## src/rtl/rotor_inverse.sv

```systemverilog
// rotor_inverse: return-path rotor for the enigma datapath.
// Maps a letter arriving on a rotor's output side back to its input side. On set, the forward
// wiring table is latched and its inverse is built over 26 cycles, one entry per cycle. Letters
// are then served one at a time through a valid/done handshake with a programmable delay.
// Non-letters pass straight through without advancing the rotor position.
//
// Optional feature: define WIRING_CHECK_EN to track a seen-mask during the build. A malformed
// table (entry outside 'A'..'Z' or a duplicate letter) raises err and keeps ready low.
//
// Ports:
//   clk      rising-edge clock
//   reset_n  asynchronous active-low reset
//   set      latch offset/delay/idx_in and start the inverse-table build (any state)
//   offset   rotation step per letter; 26..31 act as offset-26
//   delay    wait cycles per character; 0 acts as 1
//   idx_in   forward wiring table, letter i at [200-8*i +: 8]
//   valid    one-cycle character request, honoured only when idle and ready
//   din      ASCII character sampled with an accepted valid
//   dout     mapped character while done=1, otherwise 0
//   done     one-cycle result pulse
//   ready    inverse table built, requests accepted
//   busy     building the table or waiting out the delay
//   err      malformed wiring table (only with WIRING_CHECK_EN, else 0)
module rotor_inverse #(
    parameter int unsigned NLET = 26,
    parameter int unsigned BASE = 65
) (
    input  logic         clk,
    input  logic         reset_n,
    input  logic         set,
    input  logic [4:0]   offset,
    input  logic [7:0]   delay,
    input  logic [207:0] idx_in,
    input  logic         valid,
    input  logic [7:0]   din,
    output logic [7:0]   dout,
    output logic         done,
    output logic         ready,
    output logic         busy,
    output logic         err
);

    localparam logic [7:0] Base8   = 8'(BASE);
    localparam logic [7:0] LastLet = 8'(BASE + NLET - 1);
    localparam logic [4:0] LastK   = 5'(NLET - 1);
    localparam logic [4:0] Nlet5   = 5'(NLET);

    typedef enum logic [1:0] {StIdle, StBuild, StWait, StDone} state_e;

    state_e         state_q, state_d;
    logic [4:0]     k_q, k_d;
    logic [7:0]     cnt_q, cnt_d;
    logic [4:0]     pos_q, pos_d;
    logic [4:0]     off_q, off_d;
    logic [7:0]     dly_q, dly_d;
    logic [207:0]   tbl_q, tbl_d;
    logic [7:0]     din_q, din_d;
    logic [4:0]     inv_q [NLET];
    logic [4:0]     inv_d [NLET];
    logic [7:0]     dout_q, dout_d;
    logic           done_q, done_d;
    logic           ready_q, ready_d;
    logic           busy_q, busy_d;
    logic           err_q, err_d;
`ifdef WIRING_CHECK_EN
    logic [25:0]    seen_q, seen_d;
    logic           bad_q, bad_d;
`endif

    // Table entry consumed by the current build cycle.
    logic [7:0] build_c;
    logic       build_ok;
    logic [4:0] build_idx;
    // Lookup for the pending character.
    logic       din_letter;
    logic [4:0] map_x;
    logic [4:0] inv_x;
    logic [4:0] map_rel;
    logic [5:0] pos_sum;
    logic [4:0] pos_next;

    always_comb begin
        build_c   = tbl_q[207 - 8 * int'(k_q) -: 8];
        build_ok  = (build_c >= Base8) && (build_c <= LastLet);
        build_idx = build_ok ? 5'(build_c - Base8) : 5'd0;

        din_letter = (din_q >= Base8) && (din_q <= LastLet);
        map_x      = din_letter ? 5'(din_q - Base8) : 5'd0;
        inv_x      = inv_q[map_x];
        // 5-bit wraparound makes inv_x + 26 - pos exact when inv_x < pos.
        map_rel    = (inv_x >= pos_q) ? (inv_x - pos_q) : (inv_x + Nlet5 - pos_q);

        pos_sum  = {1'b0, pos_q} + {1'b0, off_q};
        pos_next = (pos_sum >= 6'(NLET)) ? 5'(pos_sum - 6'(NLET)) : pos_sum[4:0];
    end

    always_comb begin
        state_d = state_q;
        k_d     = k_q;
        cnt_d   = cnt_q;
        pos_d   = pos_q;
        off_d   = off_q;
        dly_d   = dly_q;
        tbl_d   = tbl_q;
        din_d   = din_q;
        inv_d   = inv_q;
        dout_d  = 8'h00;
        done_d  = 1'b0;
        ready_d = ready_q;
        err_d   = err_q;
`ifdef WIRING_CHECK_EN
        seen_d  = seen_q;
        bad_d   = bad_q;
`endif

        if (set) begin
            // set overrides everything, including a simultaneous valid.
            off_d   = (offset >= Nlet5) ? (offset - Nlet5) : offset;
            dly_d   = (delay == 8'd0) ? 8'd1 : delay;
            tbl_d   = idx_in;
            pos_d   = 5'd0;
            ready_d = 1'b0;
            err_d   = 1'b0;
            k_d     = 5'd0;
            state_d = StBuild;
`ifdef WIRING_CHECK_EN
            seen_d  = '0;
            bad_d   = 1'b0;
`endif
        end else begin
            unique case (state_q)
                StIdle: begin
                    if (valid && ready_q) begin
                        din_d   = din;
                        cnt_d   = 8'd0;
                        state_d = StWait;
                    end
                end
                StBuild: begin
                    // Out-of-range entries are skipped so a bad table cannot index outside inv.
                    if (build_ok) begin
                        inv_d[build_idx] = k_q;
                    end
`ifdef WIRING_CHECK_EN
                    if (!build_ok) begin
                        bad_d = 1'b1;
                    end else begin
                        if (seen_q[build_idx]) begin
                            bad_d = 1'b1;
                        end
                        seen_d[build_idx] = 1'b1;
                    end
`endif
                    if (k_q == LastK) begin
                        state_d = StIdle;
`ifdef WIRING_CHECK_EN
                        ready_d = !bad_d;
                        err_d   = bad_d;
`else
                        ready_d = 1'b1;
                        err_d   = 1'b0;
`endif
                    end else begin
                        k_d = k_q + 5'd1;
                    end
                end
                StWait: begin
                    cnt_d = cnt_q + 8'd1;
                    if (cnt_d == dly_q) begin
                        state_d = StDone;
                        done_d  = 1'b1;
                        dout_d  = din_letter ? (8'(map_rel) + Base8) : din_q;
                    end
                end
                StDone: begin
                    state_d = StIdle;
                    if (din_letter) begin
                        pos_d = pos_next;
                    end
                end
                default: state_d = StIdle;
            endcase
        end

        busy_d = (state_d == StBuild) || (state_d == StWait);
    end

    always_ff @(posedge clk or negedge reset_n) begin
        if (!reset_n) begin
            state_q <= StIdle;
            k_q     <= 5'd0;
            cnt_q   <= 8'd0;
            pos_q   <= 5'd0;
            off_q   <= 5'd0;
            dly_q   <= 8'd1;
            tbl_q   <= '0;
            din_q   <= 8'h00;
            for (int i = 0; i < int'(NLET); i++) begin
                inv_q[i] <= 5'd0;
            end
            dout_q  <= 8'h00;
            done_q  <= 1'b0;
            ready_q <= 1'b0;
            busy_q  <= 1'b0;
            err_q   <= 1'b0;
`ifdef WIRING_CHECK_EN
            seen_q  <= '0;
            bad_q   <= 1'b0;
`endif
        end else begin
            state_q <= state_d;
            k_q     <= k_d;
            cnt_q   <= cnt_d;
            pos_q   <= pos_d;
            off_q   <= off_d;
            dly_q   <= dly_d;
            tbl_q   <= tbl_d;
            din_q   <= din_d;
            inv_q   <= inv_d;
            dout_q  <= dout_d;
            done_q  <= done_d;
            ready_q <= ready_d;
            busy_q  <= busy_d;
            err_q   <= err_d;
`ifdef WIRING_CHECK_EN
            seen_q  <= seen_d;
            bad_q   <= bad_d;
`endif
        end
    end

    assign dout  = dout_q;
    assign done  = done_q;
    assign ready = ready_q;
    assign busy  = busy_q;
    assign err   = err_q;

endmodule

```

## config.mk

```make
export PLATFORM = sky130hd
export DESIGN_NAME = rotor_inverse
export DESIGN_NICKNAME = d
export VERILOG_FILES = /design/src/rtl/rotor_inverse.sv
export SDC_FILE = /design/constraint.sdc
export NUM_CORES = 1
export LEC_CHECK = 0
export CAP_MARGIN = 20
export CORE_UTILIZATION = 56
export DETAILED_ROUTE_END_ITERATION = 10
export HOLD_SLACK_MARGIN = 0.08
export PLACE_DENSITY = 0.83
export SYNTH_ARGS = -nofsm -noshare
export SYNTH_HDL_FRONTEND = slang
export SYNTH_SLANG_ARGS = --single-unit
```

## constraint.sdc

```tcl
create_clock -name clk -period 7.1 [get_ports clk]
set_input_delay 1.42 -clock clk [delete_from_list [all_inputs] [get_ports clk]]
set_output_delay 1.42 -clock clk [all_outputs]
set_load 0.01 [all_outputs]
```

==> results of run 1 <==
## flip-flops by register name, summed over array words and instances (netlist names)
name     cells
cnt_q        8
done         1
tbl_q      208
busy         1
pos_q        5
ready        1
din_q        8
dout         8
dly_q        8
k_q          5
inv_q      130
state_q      2
off_q        5
## power by group through the flow
stage | Clock (mW) | Combinational (mW) | Sequential, mW
6_report | 2.23 | 0.929 | 2.56
4_1_cts | 2.26 | 0.930 | 2.55
2_1_floorplan | 0 | 0.596 | 2.53
3_5_place_dp | 0 | 0.922 | 2.59
5_1_grt | 2.35 | 1.00 | 2.58
3_3_place_gp | 0 | 0.899 | 2.58
## through the flow
step / hold WS, ps / power (mW)
finish: 502 / 5.71
global route: 513 / 5.93
CTS: 501 / 5.75
detailed placement: 487 / 3.51
global placement: 471 / 3.48
floorplan: 458 / 3.12
## cells by family after synthesis
family / count (synthesis)
AOI/OAI and AO/OA: 220
xor gates and xnor gates: 41
adders and majority gates: 33
buffers and inverters: 134
DFF: 390
muxes: 412
other: 1
and+or+nand+nor: 286
## worst max-delay path: cells and delay by family (launching register included)
kind                       cells  cell delay, ps
AOI/OAI and AO/OA             11            3310
xor gates and xnor gates       1              80
adders and majority gates      3             880
buffers and inverters          2             640
DFF                            1             380
and+or+nand+nor                5             960
## layout make-up
cell class | count | area [um2]
Sequential cell | 390 | 9770
Clock inverter | 17 | 235
Clock buffer | 58 | 1170
Fill cell | 2314 | 10200
Multi-Input combinational cell | 993 | 8830
Inverter | 39 | 146
Tap cell | 448 | 561
Timing Repair Buffer | 271 | 2660
Antenna cell | 1 | 2.50
## layer usage
metal / track usage (%) / wire, um / vias up
li1: - / - / 6006
met1: 37.3 / 20100 / 6757
met2: 48.5 / 24200 / 517
met3: 7.58 / 4020 / 94
met4: 10.8 / 1460 / 0
met5: 0 / 0 / -
## cells in the mapped netlist, types with 4 or more instances
| master | n | area [um2] |
|---|---|---|
| sky130_fd_sc_hd__nand4_1 | 7 | 43.8 |
| sky130_fd_sc_hd__clkbuf_1 | 77 | 289 |
| sky130_fd_sc_hd__nor4bb_1 | 5 | 50.1 |
| sky130_fd_sc_hd__nand2b_1 | 13 | 81.3 |
| sky130_fd_sc_hd__o21ai_0 | 60 | 300 |
| sky130_fd_sc_hd__a21o_1 | 7 | 52.6 |
| sky130_fd_sc_hd__a2111oi_0 | 6 | 52.6 |
| sky130_fd_sc_hd__o2111ai_1 | 9 | 78.8 |
| sky130_fd_sc_hd__nor3_2 | 7 | 70.1 |
| sky130_fd_sc_hd__o21bai_1 | 4 | 30.0 |
| sky130_fd_sc_hd__mux2_1 | 21 | 236 |
| sky130_fd_sc_hd__a311oi_1 | 4 | 35.0 |
| sky130_fd_sc_hd__buf_4 | 5 | 37.5 |
| sky130_fd_sc_hd__buf_1 | 4 | 15.0 |
| sky130_fd_sc_hd__dfrtp_1 | 389 | 9730 |
| sky130_fd_sc_hd__mux2_2 | 330 | 3720 |
| sky130_fd_sc_hd__nor2_1 | 47 | 176 |
| sky130_fd_sc_hd__and3_1 | 6 | 37.5 |
| sky130_fd_sc_hd__mux2i_1 | 28 | 280 |
| sky130_fd_sc_hd__a211oi_1 | 10 | 75.1 |
| sky130_fd_sc_hd__a22o_1 | 6 | 52.6 |
| sky130_fd_sc_hd__o311ai_0 | 4 | 35.0 |
| sky130_fd_sc_hd__a31oi_1 | 16 | 100 |
| sky130_fd_sc_hd__mux4_2 | 33 | 743 |
| sky130_fd_sc_hd__o211ai_1 | 9 | 67.6 |
| sky130_fd_sc_hd__or2_2 | 4 | 25.0 |
| sky130_fd_sc_hd__a221oi_1 | 11 | 96.3 |
| sky130_fd_sc_hd__ha_1 | 29 | 363 |
| sky130_fd_sc_hd__a21oi_1 | 33 | 165 |
| sky130_fd_sc_hd__buf_2 | 7 | 35.0 |
| sky130_fd_sc_hd__nor4b_1 | 9 | 78.8 |
| sky130_fd_sc_hd__xnor2_1 | 27 | 236 |
| sky130_fd_sc_hd__nand2_1 | 80 | 300 |
| sky130_fd_sc_hd__nand3b_1 | 4 | 30.0 |
| sky130_fd_sc_hd__nand3_1 | 30 | 150 |
| sky130_fd_sc_hd__nor3b_1 | 7 | 52.6 |
| sky130_fd_sc_hd__or3_1 | 9 | 56.3 |
| sky130_fd_sc_hd__nor3_1 | 22 | 110 |
| sky130_fd_sc_hd__fa_1 | 4 | 80.1 |
| sky130_fd_sc_hd__xor2_1 | 14 | 123 |
| sky130_fd_sc_hd__nor4_1 | 10 | 62.6 |
| sky130_fd_sc_hd__a32oi_1 | 4 | 35.0 |
| sky130_fd_sc_hd__inv_1 | 37 | 139 |
| sky130_fd_sc_hd__and2_1 | 9 | 56.3 |
## how the worst max path moves through the flow
stage / startpoint / endpoint / cells after the start / slack [ps]
floorplan: din_q[0]$_DFFE_PN0P_ / dout[4]$_DFF_PN0_ / 23 / 1490
global placement: din_q[0]$_DFFE_PN0P_ / dout[4]$_DFF_PN0_ / 22 / 1220
detailed placement: din_q[0]$_DFFE_PN0P_ / dout[4]$_DFF_PN0_ / 22 / 1010
CTS: din_q[0]$_DFFE_PN0P_ / dout[4]$_DFF_PN0_ / 22 / 960
global route: din_q[0]$_DFFE_PN0P_ / dout[4]$_DFF_PN0_ / 22 / 470
finish: din_q[0]$_DFFE_PN0P_ / dout[4]$_DFF_PN0_ / 22 / 700
==> results by stage, run 1 <==
Cells and area:
- The final layout contains around 2k nets.
- From synthesis to final layout, the design area changed by 22.2%.
- Once layout is done, the placed cells without fillers occupy 0.0234 mm2.
- Cells fill between 60% and 70% of the core in the end.
- The commonest non-fill, non-tap cell in the layout is sky130_fd_sc_hd__dfrtp_1.
- Leaving out fill and tap cells, the most frequent cells in the layout are sky130_fd_sc_hd__dfrtp_1, sky130_fd_sc_hd__mux2_2, sky130_fd_sc_hd__clkdlybuf4s50_1.
- In the final layout, the share of cells above drive strength 1 is 27.5%.
- The final standard cell count with taps included and fillers excluded is 2217.

Synthesis:
- The arithmetic-cell share of the synthesized area counting full adders, half adders and majority gates is around 2.3%.
- Of the post-synthesis cell area, the part taken by muxes is about a quarter.
- By area, the combinational part of the netlist is dominated by multiplexers.
- The total of warnings raised by yosys is 0.
- The synthesized netlist devotes between 7 and 8% of its cell area to compound gates.
- The cell count after synthesis is 1517.
- The basic-gate share of the synthesized area counting and, or, nand and nor cells is 8.03%.
- The synthesis-stage register bit count is 390.
- Summing the areas of all xor and xnor instances in the mapped netlist gives 1.88% of the synthesized area.
- The sequential fraction of the synthesis area is 51.0%.
- Synthesis instantiated 80 different standard cells from the library.
- The mean instance size in the synthesized netlist is 12.6 um2.
- The top flip-flop cell by instance count after synthesis is sky130_fd_sc_hd__dfrtp_1.
- The post-synthesis async set-or-reset flop share is 100%.
- The summed instance area of the synthesized netlist is ~0.019 mm2.
- Synthesis produced a netlist with a net count of 1783.
- Yosys mapped a number of flops with a built-in enable equal to 0.

Clocking:
- Post-CTS timing repair inserted 0 buffers for setup.
- TritonCTS built the clock tree.
- The clock drives a little under 400 sinks.
- The post-cts sizing count is 0.
- Counting the buffers created by CTS gives 42.
- The clock slew at the register clock pins of the worst setup and hold paths is around 60 ps.
- The clock latency at the later pin of the worst-skew pair is 590 ps.
- The H-tree was split into 2 levels.
- The worst-case clock buffer depth is 3.
- The number of hold buffers added after cts is 0.
- CTS placed an instance of sky130_fd_sc_hd__clkbuf_16 at the clock tree root.

Min path:
- The worst hold path terminates at tbl_q[92]$_DFFE_PN0P_.
- The source of the worst hold timing path is tbl_q[92]$_DFFE_PN0P_.
- The cell depth of the worst min-delay path is 1.
- The path class of the lowest-slack min-delay path is flip-flop to flip-flop.

Critical path:
- The worst register-to-register path has a setup slack of 700 ps.
- The maximum cell stage delay along the critical path is 580 ps.
- At the worst endpoint, the required time is 7520 ps.
- The startpoint-to-endpoint class of the critical path is flip-flop to flip-flop.
- Among the stages of the critical path, the cell type that occurs most often is sky130_fd_sc_hd__ha_1.
- The category of the worst setup path launch point is a flip-flop.
- The highest net fanout along the worst path is 13.
- The worst register-to-register path begins at din_q[0]$_DFFE_PN0P_.
- The critical path goes through inv_1 -> ha_1 -> or3b_2 -> o41a_1 -> o32ai_2 -> buf_4 -> nor3_1 -> a211oi_1 -> a311oi_1 -> o311ai_0 -> o311ai_0 -> ha_1 -> nor2b_1 -> o21ai_0 -> a31oi_1 -> o21a_1 -> nor2_1 -> xnor2_1 -> ha_1 -> a21boi_0 -> a2111oi_0 -> nor4_1.
- The largest individual stage delay along the critical path comes from the cell sky130_fd_sc_hd__a2111oi_0.
- The kind of end point of the critical path is a flip-flop.
- The arrival time at the worst endpoint is between 6000 and 7000 ps.
- In this run the critical register-to-register path is captured at dout[4]$_DFF_PN0_.
- The depth of the worst register-to-register path is 22.

Die:
- The width of the chip is about 190 um.
- The row count is 67.
- The floorplan core area is 0.0335 mm2.
- The count of boundary I/O pins is 245.
- The die area is 0.0349 mm2.
- The initial cell density of the core is 57.0%.
- In this run the vertical extent of the chip is between 150 and 200 um.

STA:
- The actual slew at the worst max-slew pin is 1030 ps.
- The total negative slack for setup checks is 0 ps.
- Setup repair after global routing left no endpoint under its margin.
- The final critical path takes up roughly nine tenths of the cycle.
- The fmax is around 0.16 GHz.
- Measured against its own limit, the worst slew margin works out to approximately a third.
- Setup violations remaining at the end of the flow were counted as 0.
- The minimum setup slack in the final design is 699 ps.
- The number of endpoints with negative hold slack in the final report was 0.
- The max-slew violation total from the final report was 0.
- The worst path needs ~6400 ps of the cycle, external delays included.
- The final worst clock skew is ~28 ps.

Run:
- The number of max-cap violations is 0.

GRT:
- The number of antenna violations at the first check in global routing is 1.
- Global routing used 29.3% of the available tracks across all layers.
- The via count of the first global-routing pass is approximately 14k.
- The first-pass GRT wire length is about 80 mm.
- The total overflow left after global routing is 0.
- Entering global routing, the biggest net connects 181 pins.

Drt:
- The DRC marker count from the first detailed-route iteration is 930.
- In the routed design, unresolved DRC markers number 0.
- The count of antenna-violating nets left after detailed routing is 0.
- For this block, the via count after detailed routing is 13.4k.
- The post-detailed-route wirelength per cell is 22.5 um.
- The first detailed-routing pass took 6 iterations.
- For this block, the routed nets add up to 49.8 mm of wire.
- Using the TritonRoute via totals, the vias-per-cell ratio works out to 6.03.

Power and ir drop:
- In this run, the combinational gates consume 16.2% of the power.
- The power density of the placed cells is 244 mW/mm2.
- In this run the power spent charging and discharging nets is 1.51 mW.
- Summed over all cells, the static leakage comes to 9.97 nW.
- The fraction of power consumed by sequential logic is 44.7%.
- The internal power of the cells totals 4.20 mW.
- The clock network power share is 39.0%.
- The switching share of power is approximately a quarter.
- The peak supply drop is 0.290 mV.

Placed design:
- In this run the cell area measured after placement is 0.0220 mm2.
- At the placement stage, the worst setup path has a slack of 1010 ps.
- After legalization and detailed placement, the total HPWL measured 34.8 mm.
- The total instance count after detailed placement is 2141.
- The number of buffer cells added on primary ports is 243.
- At the end of routability-driven placement, the weighted congestion stood at 0.961.

Outcome:
- The run finished with clean final reports.
Note: power is estimated with default switching activity, not from simulation.
==> run 2: changes to the inputs <==
Settings changed: CELL_PAD_IN_SITES_DETAIL_PLACEMENT set to 1, CELL_PAD_IN_SITES_GLOBAL_PLACEMENT set to 1, CORE_UTILIZATION 56 to 47, CTS_BUF_LIST set to sky130_fd_sc_hd__clkbuf_8, PLACE_DENSITY 0.83 to 0.85.
==> results by stage, run 2 (synthesis gave the netlist of run 1 again) <==
Cells and area:
- The number of nets in the finished design was 2032 (was 2003).
- The layout overhead on the synthesized area is 23.5% (was 22.2%).
- The final standard cell count with taps included and fillers excluded is 2346 (was 2217).
- Largest registers in the final layout: tbl_q (208), inv_q (130) (unchanged).
- The share of final-layout standard cells stronger than drive strength 1 was 29.1% (was 27.5%).
- Most used cells in the layout excluding fill and tap cells: sky130_fd_sc_hd__dfrtp_1, sky130_fd_sc_hd__mux2_2, sky130_fd_sc_hd__clkdlybuf4s50_1 (unchanged).
- The commonest non-fill, non-tap cell in the layout is sky130_fd_sc_hd__dfrtp_1 (unchanged).
- The core utilization of the finished layout is 59.2% (was 69.7%).
- The area of all placed cells without fillers is 0.0236 mm2 (was 0.0234 mm2).
- The flip-flop count of the largest register, all copies and words added is 208 (unchanged).
- The filler cell count in the final layout was 3927 (was 2314).
- The top register by number of flip-flops is tbl_q (unchanged).

Min path:
- The cell depth of the worst min-delay path is 1 (unchanged).
- The path class of the lowest-slack min-delay path was flip-flop to flip-flop (unchanged).

STA:
- The worst hold slack after final layout is 496 ps (was 502 ps).
- The number of endpoints with negative hold slack in the final report is 0 (unchanged).
- The fmax is 0.154 GHz (was 0.156 GHz).
- The final worst clock skew is 47.0 ps (was 27.9 ps).
- RSZ-0062 raised after global routing: false (unchanged).
- The max-slew violation total from the final report was 0 (unchanged).
- The minimum setup slack in the final design came to 610 ps (was 699 ps).
- The worst slew slack as a fraction of its limit was 30.3% (was 31.5%).
- The final critical delay including setup and external delays is 6490 ps (was 6400 ps).
- The total negative slack for setup checks is 0 ps (unchanged).
- The actual slew at the worst max-slew pin is 1050 ps (was 1030 ps).
- The post-route fraction of the period consumed by the critical path came to 91.4% (was 90.2%).
- The final setup violation count is 0 (unchanged).

Clocking:
- The post-cts sizing count is 0 (unchanged).
- The number of hold buffers added after cts is 0 (unchanged).
- The number of clock sinks seen by CTS is 390 (unchanged).
- The CTS tree is done (unchanged).
- The count of H-tree levels built during CTS was 3 (was 2).
- The number of buffers created by CTS is 69 (was 42).
- The worst-case clock buffer depth is 3 (unchanged).
- The clock latency at the later pin of the worst-skew pair is 660 ps (was 590 ps).
- The clock slew at the register clock pins of the worst setup and hold paths came to 60 ps (about the same).
- The cell at the root of the clock tree is sky130_fd_sc_hd__clkbuf_8 (was sky130_fd_sc_hd__clkbuf_16).
- The count of buffers added by post-CTS timing repair for setup is 0 (unchanged).

Drt:
- The post-detailed-route wirelength per cell is 27.1 um (was 22.5 um).
- The DRC violation count after routing came to 0 (unchanged).
- The detailed-routing iteration count for the pre-antenna-repair pass is 5 (was 6).
- The total via count after detailed routing came to 14.1k (was 13.4k).
- The vias per cell is 6.03 (about the same).
- The count of antenna-violating nets left after detailed routing is 0 (unchanged).
- The routed wire length was 63.5 mm (was 49.8 mm).
- The DRC marker count from the first detailed-route iteration is 943 (was 930).

Critical path:
- The data required time of the worst path was 7620 ps (was 7520 ps).
- The endpoint of the worst register-to-register path is dout[4]$_DFF_PN0_ (unchanged).
- The start point of the critical path is din_q[0]$_DFFE_PN0P_ (unchanged).
- The arrival time at the worst endpoint is 7010 ps (was 6820 ps).
- The kind of end point of the critical path is a flip-flop (unchanged).
- The startpoint of the lowest-slack register-to-register path is din_q[0]$_DFFE_PN0P_ (unchanged).
- The startpoint-to-endpoint class of the critical path was flip-flop to flip-flop (unchanged).
- The highest net fanout along the worst path was 13 (unchanged).
- The worst setup slack for register-to-register paths came to 610 ps (was 700 ps).
- The category of the worst setup path launch point is a flip-flop (unchanged).
- The depth of the worst register-to-register path was 21 (was 22).
- The capturing instance or port of the critical path is dout[4]$_DFF_PN0_ (unchanged).

Placed design:
- The pre-CTS worst setup slack is 830 ps (was 1010 ps).
- The cell area after placement was 0.0221 mm2 (was 0.0220 mm2).
- The total instance count after detailed placement is 2219 (was 2141).
- The final weighted congestion in routability-driven placement is 0.931 (was 0.961).
- The placed wire-length estimate after detailed placement is 41.7 mm (was 34.8 mm).
- The number of buffer cells added on primary ports is 243 (unchanged).

Die:
- The row count is 73 (was 67).
- The count of boundary I/O pins is 245 (unchanged).
- The vertical die dimension is 204 um (was 187 um).
- The die area is 0.0415 mm2 (was 0.0349 mm2).
- The initial cell density of the core is 47.9% (was 57.0%).
- The floorplan core area is 0.0399 mm2 (was 0.0335 mm2).
- The width of the chip is 204 um (was 187 um).

GRT:
- The all-layer global routing usage is 31.4% (was 29.3%).
- The number of antenna violations at the first check in global routing came to 4 (was 1).
- The via count of the first global-routing pass came to 16.2k (was 14.2k).
- The first-pass GRT wire length is 98.4 mm (was 79.8 mm).
- The maximum number of pins on one net before global-route repair is 169 (was 181).
- The residual overflow from global routing is 0 (unchanged).

Power and ir drop:
- The power density of the placed cells is 248 mW/mm2 (was 244 mW/mm2).
- The overall power after layout is 5.86 mW (was 5.71 mW).
- The peak supply drop came to 0.313 mV (was 0.290 mV).
- The leakage power figure is 10.1 nW (was 9.97 nW).

Outcome:
- Outcome: finished, final reports clean (unchanged).

Run:
- The number of max-cap violations came to 0 (unchanged).
-- run 2: cell count changes in the layout (fill, tap and decap cells not counted), sizes merged --
cell / before / now
bufinv: 4 / 3
inv: 40 / 57
buf: 29 / 32
clkbuf: 59 / 90
clkinv: 11 / 13
-- run 2: area by class of cell --
type,instances,area (um2),area share (%)
Tap cell,525,657,2.78
Antenna cell,1,2.50,0.0106
Sequential cell,390,9770,41.3
Timing Repair Buffer,273,2690,11.4
Inverter,39,146,0.620
Clock inverter,35,283,1.20
Clock buffer,90,1240,5.24
Multi-Input combinational cell,993,8830,37.4
-- run 2: worst max-delay path, cell delays in order, from the launching register on --
cell                        delay, ps
sky130_fd_sc_hd__dfrtp_1          380
sky130_fd_sc_hd__inv_1            340
sky130_fd_sc_hd__ha_1             310
sky130_fd_sc_hd__or3b_2           510
sky130_fd_sc_hd__o41a_1           370
sky130_fd_sc_hd__o32a_1           330
sky130_fd_sc_hd__buf_4            260
sky130_fd_sc_hd__nand2_1          400
sky130_fd_sc_hd__a211oi_1         100
sky130_fd_sc_hd__o311ai_0         420
sky130_fd_sc_hd__o311ai_0         350
sky130_fd_sc_hd__ha_1             410
sky130_fd_sc_hd__nor2b_1          140
sky130_fd_sc_hd__o21ai_0          250
sky130_fd_sc_hd__a31oi_1          180
sky130_fd_sc_hd__o21a_1           250
sky130_fd_sc_hd__nor2_1           140
sky130_fd_sc_hd__xnor2_1          140
sky130_fd_sc_hd__ha_1             180
sky130_fd_sc_hd__a21boi_0         340
sky130_fd_sc_hd__a2111oi_0        190
sky130_fd_sc_hd__nor4_1           370
-- run 2: power breakdown --
| part | internal, mW | total, mW | switching [mW] |
|---|---|---|---|
| registers | 2.42 | 2.58 | 0.153 |
| logic | 0.477 | 0.991 | 0.515 |
| clock network | 1.26 | 2.29 | 1.03 |
| total | 4.16 | 5.86 | 1.70 |
-- run 2: worst min-delay path by stage --
stage / from / endpoint / slack, ps
global route: inv_q[52]$_DFFE_PN0P_ / inv_q[52]$_DFFE_PN0P_ / 520
detailed placement: inv_q[28]$_DFFE_PN0P_ / inv_q[28]$_DFFE_PN0P_ / 480
global placement: inv_q[121]$_DFFE_PN0P_ / inv_q[121]$_DFFE_PN0P_ / 470
floorplan: inv_q[28]$_DFFE_PN0P_ / inv_q[28]$_DFFE_PN0P_ / 460
CTS: inv_q[121]$_DFFE_PN0P_ / inv_q[121]$_DFFE_PN0P_ / 500
finish: inv_q[10]$_DFFE_PN0P_ / inv_q[10]$_DFFE_PN0P_ / 500
-- run 2: per-layer routing --
metal  up-vias  global-route usage, %  share of wire [%]
met5         -                      0              0.019
met4         2                   11.9                3.5
met3       152                   7.99                6.6
met2       547                   55.1                 51
met1      7365                   36.9                 38
li1       6081                      -                  -
==> run 3: changes to the inputs <==
Settings changed: SLEW_MARGIN set to 20.
==> results by stage, run 3 (synthesis gave the netlist of run 1 again) <==
Outcome:
- Outcome: finished, final reports clean (unchanged).

STA:
- The max-slew violation total from the final report is 0 (unchanged).
- The final critical delay including setup and external delays was 6480 ps (was 6490 ps).
- The worst slew slack as a fraction of its limit was 30.6% (was 30.3%).
- The final worst clock skew is 47.7 ps (was 47.0 ps).
- The number of endpoints with negative hold slack in the final report came to 0 (unchanged).
- The post-route fraction of the period consumed by the critical path is 91.3% (was 91.4%).
- The final setup violation count is 0 (unchanged).
- RSZ-0062 raised after global routing: false (unchanged).
- The total negative slack for setup checks is 0 ps (unchanged).
- The fmax is 0.154 GHz (about the same).
- The actual slew at the worst max-slew pin is 1040 ps (was 1050 ps).
- The minimum setup slack in the final design is 617 ps (was 610 ps).

Critical path:
- The most prevalent standard cell on the critical path is sky130_fd_sc_hd__ha_1 (unchanged).
- The arrival time at the worst endpoint is 7000 ps (was 7010 ps).
- The library cell contributing the largest single delay on the critical path is sky130_fd_sc_hd__or3b_2 (unchanged).
- Crit path cell chain: inv_1 -> ha_1 -> or3b_2 -> o41a_1 -> o32a_1 -> buf_4 -> nand2_1 -> a211oi_1 -> o311ai_0 -> o311ai_0 -> ha_1 -> nor2b_1 -> o21ai_0 -> a31oi_1 -> o21a_1 -> nor2_1 -> xnor2_1 -> ha_1 -> a21boi_0 -> a2111oi_0 -> nor4_1 (unchanged).
- The data required time of the worst path is 7620 ps (about the same).
- The kind of end point of the critical path is a flip-flop (unchanged).
- The startpoint-to-endpoint class of the critical path is flip-flop to flip-flop (unchanged).
- The maximum cell stage delay along the critical path is 510 ps (about the same).
- The category of the worst setup path launch point is a flip-flop (unchanged).
- The highest net fanout along the worst path came to 13 (unchanged).
- The worst setup slack for register-to-register paths is 620 ps (was 610 ps).

Power and ir drop:
- The logic gate share of total power came to 16.9% (about the same).
- The internal power summed over all cells is 4.16 mW (about the same).
- The overall power after layout was 5.86 mW (about the same).
- The fraction of power consumed by sequential logic was 44.0% (about the same).
- The leakage power figure was 10.1 nW (about the same).
- The clock network power share is 39.1% (about the same).
- The power density of the placed cells is 248 mW/mm2 (about the same).
- The switching share of power was 29.0% (was 28.9%).
- The switching power total is 1.70 mW (about the same).
- The peak supply drop is 0.314 mV (was 0.313 mV).

Die:
- The initial cell density of the core is 47.9% (unchanged).
- The floorplan core area came to 0.0399 mm2 (unchanged).
- The row count is 73 (unchanged).
- The count of boundary I/O pins is 245 (unchanged).
- The width of the chip is 204 um (unchanged).
- The vertical die dimension was 204 um (unchanged).
- The die area was 0.0415 mm2 (unchanged).

GRT:
- The number of antenna violations at the first check in global routing is 4 (unchanged).
- The all-layer global routing usage is 31.4% (unchanged).
- The residual overflow from global routing is 0 (unchanged).
- The first-pass GRT wire length is 98.4 mm (unchanged).
- The maximum number of pins on one net before global-route repair is 169 (unchanged).
- The via count of the first global-routing pass came to 16.2k (unchanged).

Cells and area:
- The share of final-layout standard cells stronger than drive strength 1 is 29.1% (about the same).
- The commonest non-fill, non-tap cell in the layout is sky130_fd_sc_hd__dfrtp_1 (unchanged).
- The filler cell count in the final layout is 3926 (was 3927).
- Most used cells in the layout excluding fill and tap cells: sky130_fd_sc_hd__dfrtp_1, sky130_fd_sc_hd__mux2_2, sky130_fd_sc_hd__clkdlybuf4s50_1 (unchanged).
- The area of all placed cells without fillers is 0.0236 mm2 (unchanged).
- Largest registers in the final layout: tbl_q (208), inv_q (130) (unchanged).
- The flip-flop count of the largest register, all copies and words added is 208 (unchanged).
- The layout overhead on the synthesized area was 23.5% (unchanged).
- The top register by number of flip-flops is tbl_q (unchanged).
- The core utilization of the finished layout is 59.2% (unchanged).
- The number of nets in the finished design was 2031 (was 2032).

Placed design:
- The number of buffer cells added on primary ports is 243 (unchanged).
- The pre-CTS worst setup slack is 830 ps (unchanged).
- The placed wire-length estimate after detailed placement is 41.7 mm (unchanged).
- The final weighted congestion in routability-driven placement was 0.931 (unchanged).
- The cell area after placement is 0.0221 mm2 (unchanged).

Clocking:
- The number of buffers created by CTS is 69 (unchanged).
- The count of H-tree levels built during CTS came to 3 (unchanged).
- The cell at the root of the clock tree was sky130_fd_sc_hd__clkbuf_8 (unchanged).
- The clock slew at the register clock pins of the worst setup and hold paths is 60 ps (about the same).
- The clock latency at the later pin of the worst-skew pair is 660 ps (about the same).
- The count of buffers added by post-CTS timing repair for setup is 0 (unchanged).
- The worst-case clock buffer depth is 3 (unchanged).
- The post-cts sizing count is 0 (unchanged).
- The number of clock sinks seen by CTS is 390 (unchanged).
- The number of hold buffers added after cts is 0 (unchanged).
- The CTS tree is done (unchanged).

Drt:
- The DRC violation count after routing is 0 (unchanged).
- The vias per cell came to 6.02 (was 6.03).
- The detailed-routing iteration count for the pre-antenna-repair pass came to 7 (was 5).
- The DRC marker count from the first detailed-route iteration is 947 (was 943).
- The post-detailed-route wirelength per cell was 27.1 um (about the same).
- The routed wire length is 63.6 mm (was 63.5 mm).
- The count of antenna-violating nets left after detailed routing was 0 (unchanged).
- The total via count after detailed routing is 14.1k (about the same).

Min path:
- The path class of the lowest-slack min-delay path is flip-flop to flip-flop (unchanged).

Run:
- The number of max-cap violations is 0 (unchanged).
[run 3: through the flow]
| stage | std cells | hold slack (ps) |
|---|---|---|
| 2_1_floorplan | 1517 | 458 |
| 3_3_place_gp | 2219 | 474 |
| 3_5_place_dp | 2219 | 480 |
| 4_1_cts | 2344 | 501 |
| 5_1_grt | 2344 | 518 |
| 6_report | 2345 | 499 |
[run 3: routing by layer]
layer	routed length [um]	up-vias	global-route usage (%)	share of wire [%]
li1	-	6075	-	-
met4	2280	2	11.9	3.6
met2	32800	540	55.1	52
met1	24400	7344	36.9	38
met5	12	-	0	0.019
met3	4030	151	7.99	6.3
[run 3: layout make-up]
class                           instances  area, um2  share of cell area [%]
Timing Repair Buffer                  272       2690                    11.4
Inverter                               39        146                   0.620
Sequential cell                       390       9770                    41.3
Clock buffer                           90       1240                    5.24
Clock inverter                         35        283                    1.20
Tap cell                              525        657                    2.78
Multi-Input combinational cell        993       8840                    37.4
Antenna cell                            1       2.50                  0.0106
[run 3: worst paths after layout]
| kind | from | to | cells past startpoint |
|---|---|---|---|
| worst max-delay path | din_q[0]$_DFFE_PN0P_ | dout[4]$_DFF_PN0_ | 21 |
| worst min-delay path | inv_q[10]$_DFFE_PN0P_ | inv_q[10]$_DFFE_PN0P_ | 1 |
| worst max register to register | din_q[0]$_DFFE_PN0P_ | dout[4]$_DFF_PN0_ | 21 |
| worst min register to register | inv_q[10]$_DFFE_PN0P_ | inv_q[10]$_DFFE_PN0P_ | 1 |
| max in group asynchronous | reset_n | tbl_q[112]$_DFFE_PN0P_ | 2 |
| min in group asynchronous | reset_n | dout[4]$_DFF_PN0_ | 1 |
[run 3: power groups by stage]
stage               registers (mW)  clock network (mW)  logic, mW
floorplan                     2.53                   0      0.596
global placement              2.58                   0      0.909
detailed placement            2.60                   0      0.954
CTS                           2.57                2.33      0.988
global route                  2.59                2.42       1.05
finish                        2.58                2.29      0.993
[run 3: worst max-delay path: cells and delay by family, from the launching register on]
kind | cells | cell delay, ps
xor+xnor | 1 | 140
compound gates | 10 | 2770
flops | 1 | 380
simple gates | 5 | 1560
buf+inv | 2 | 600
fa+ha+maj | 3 | 910
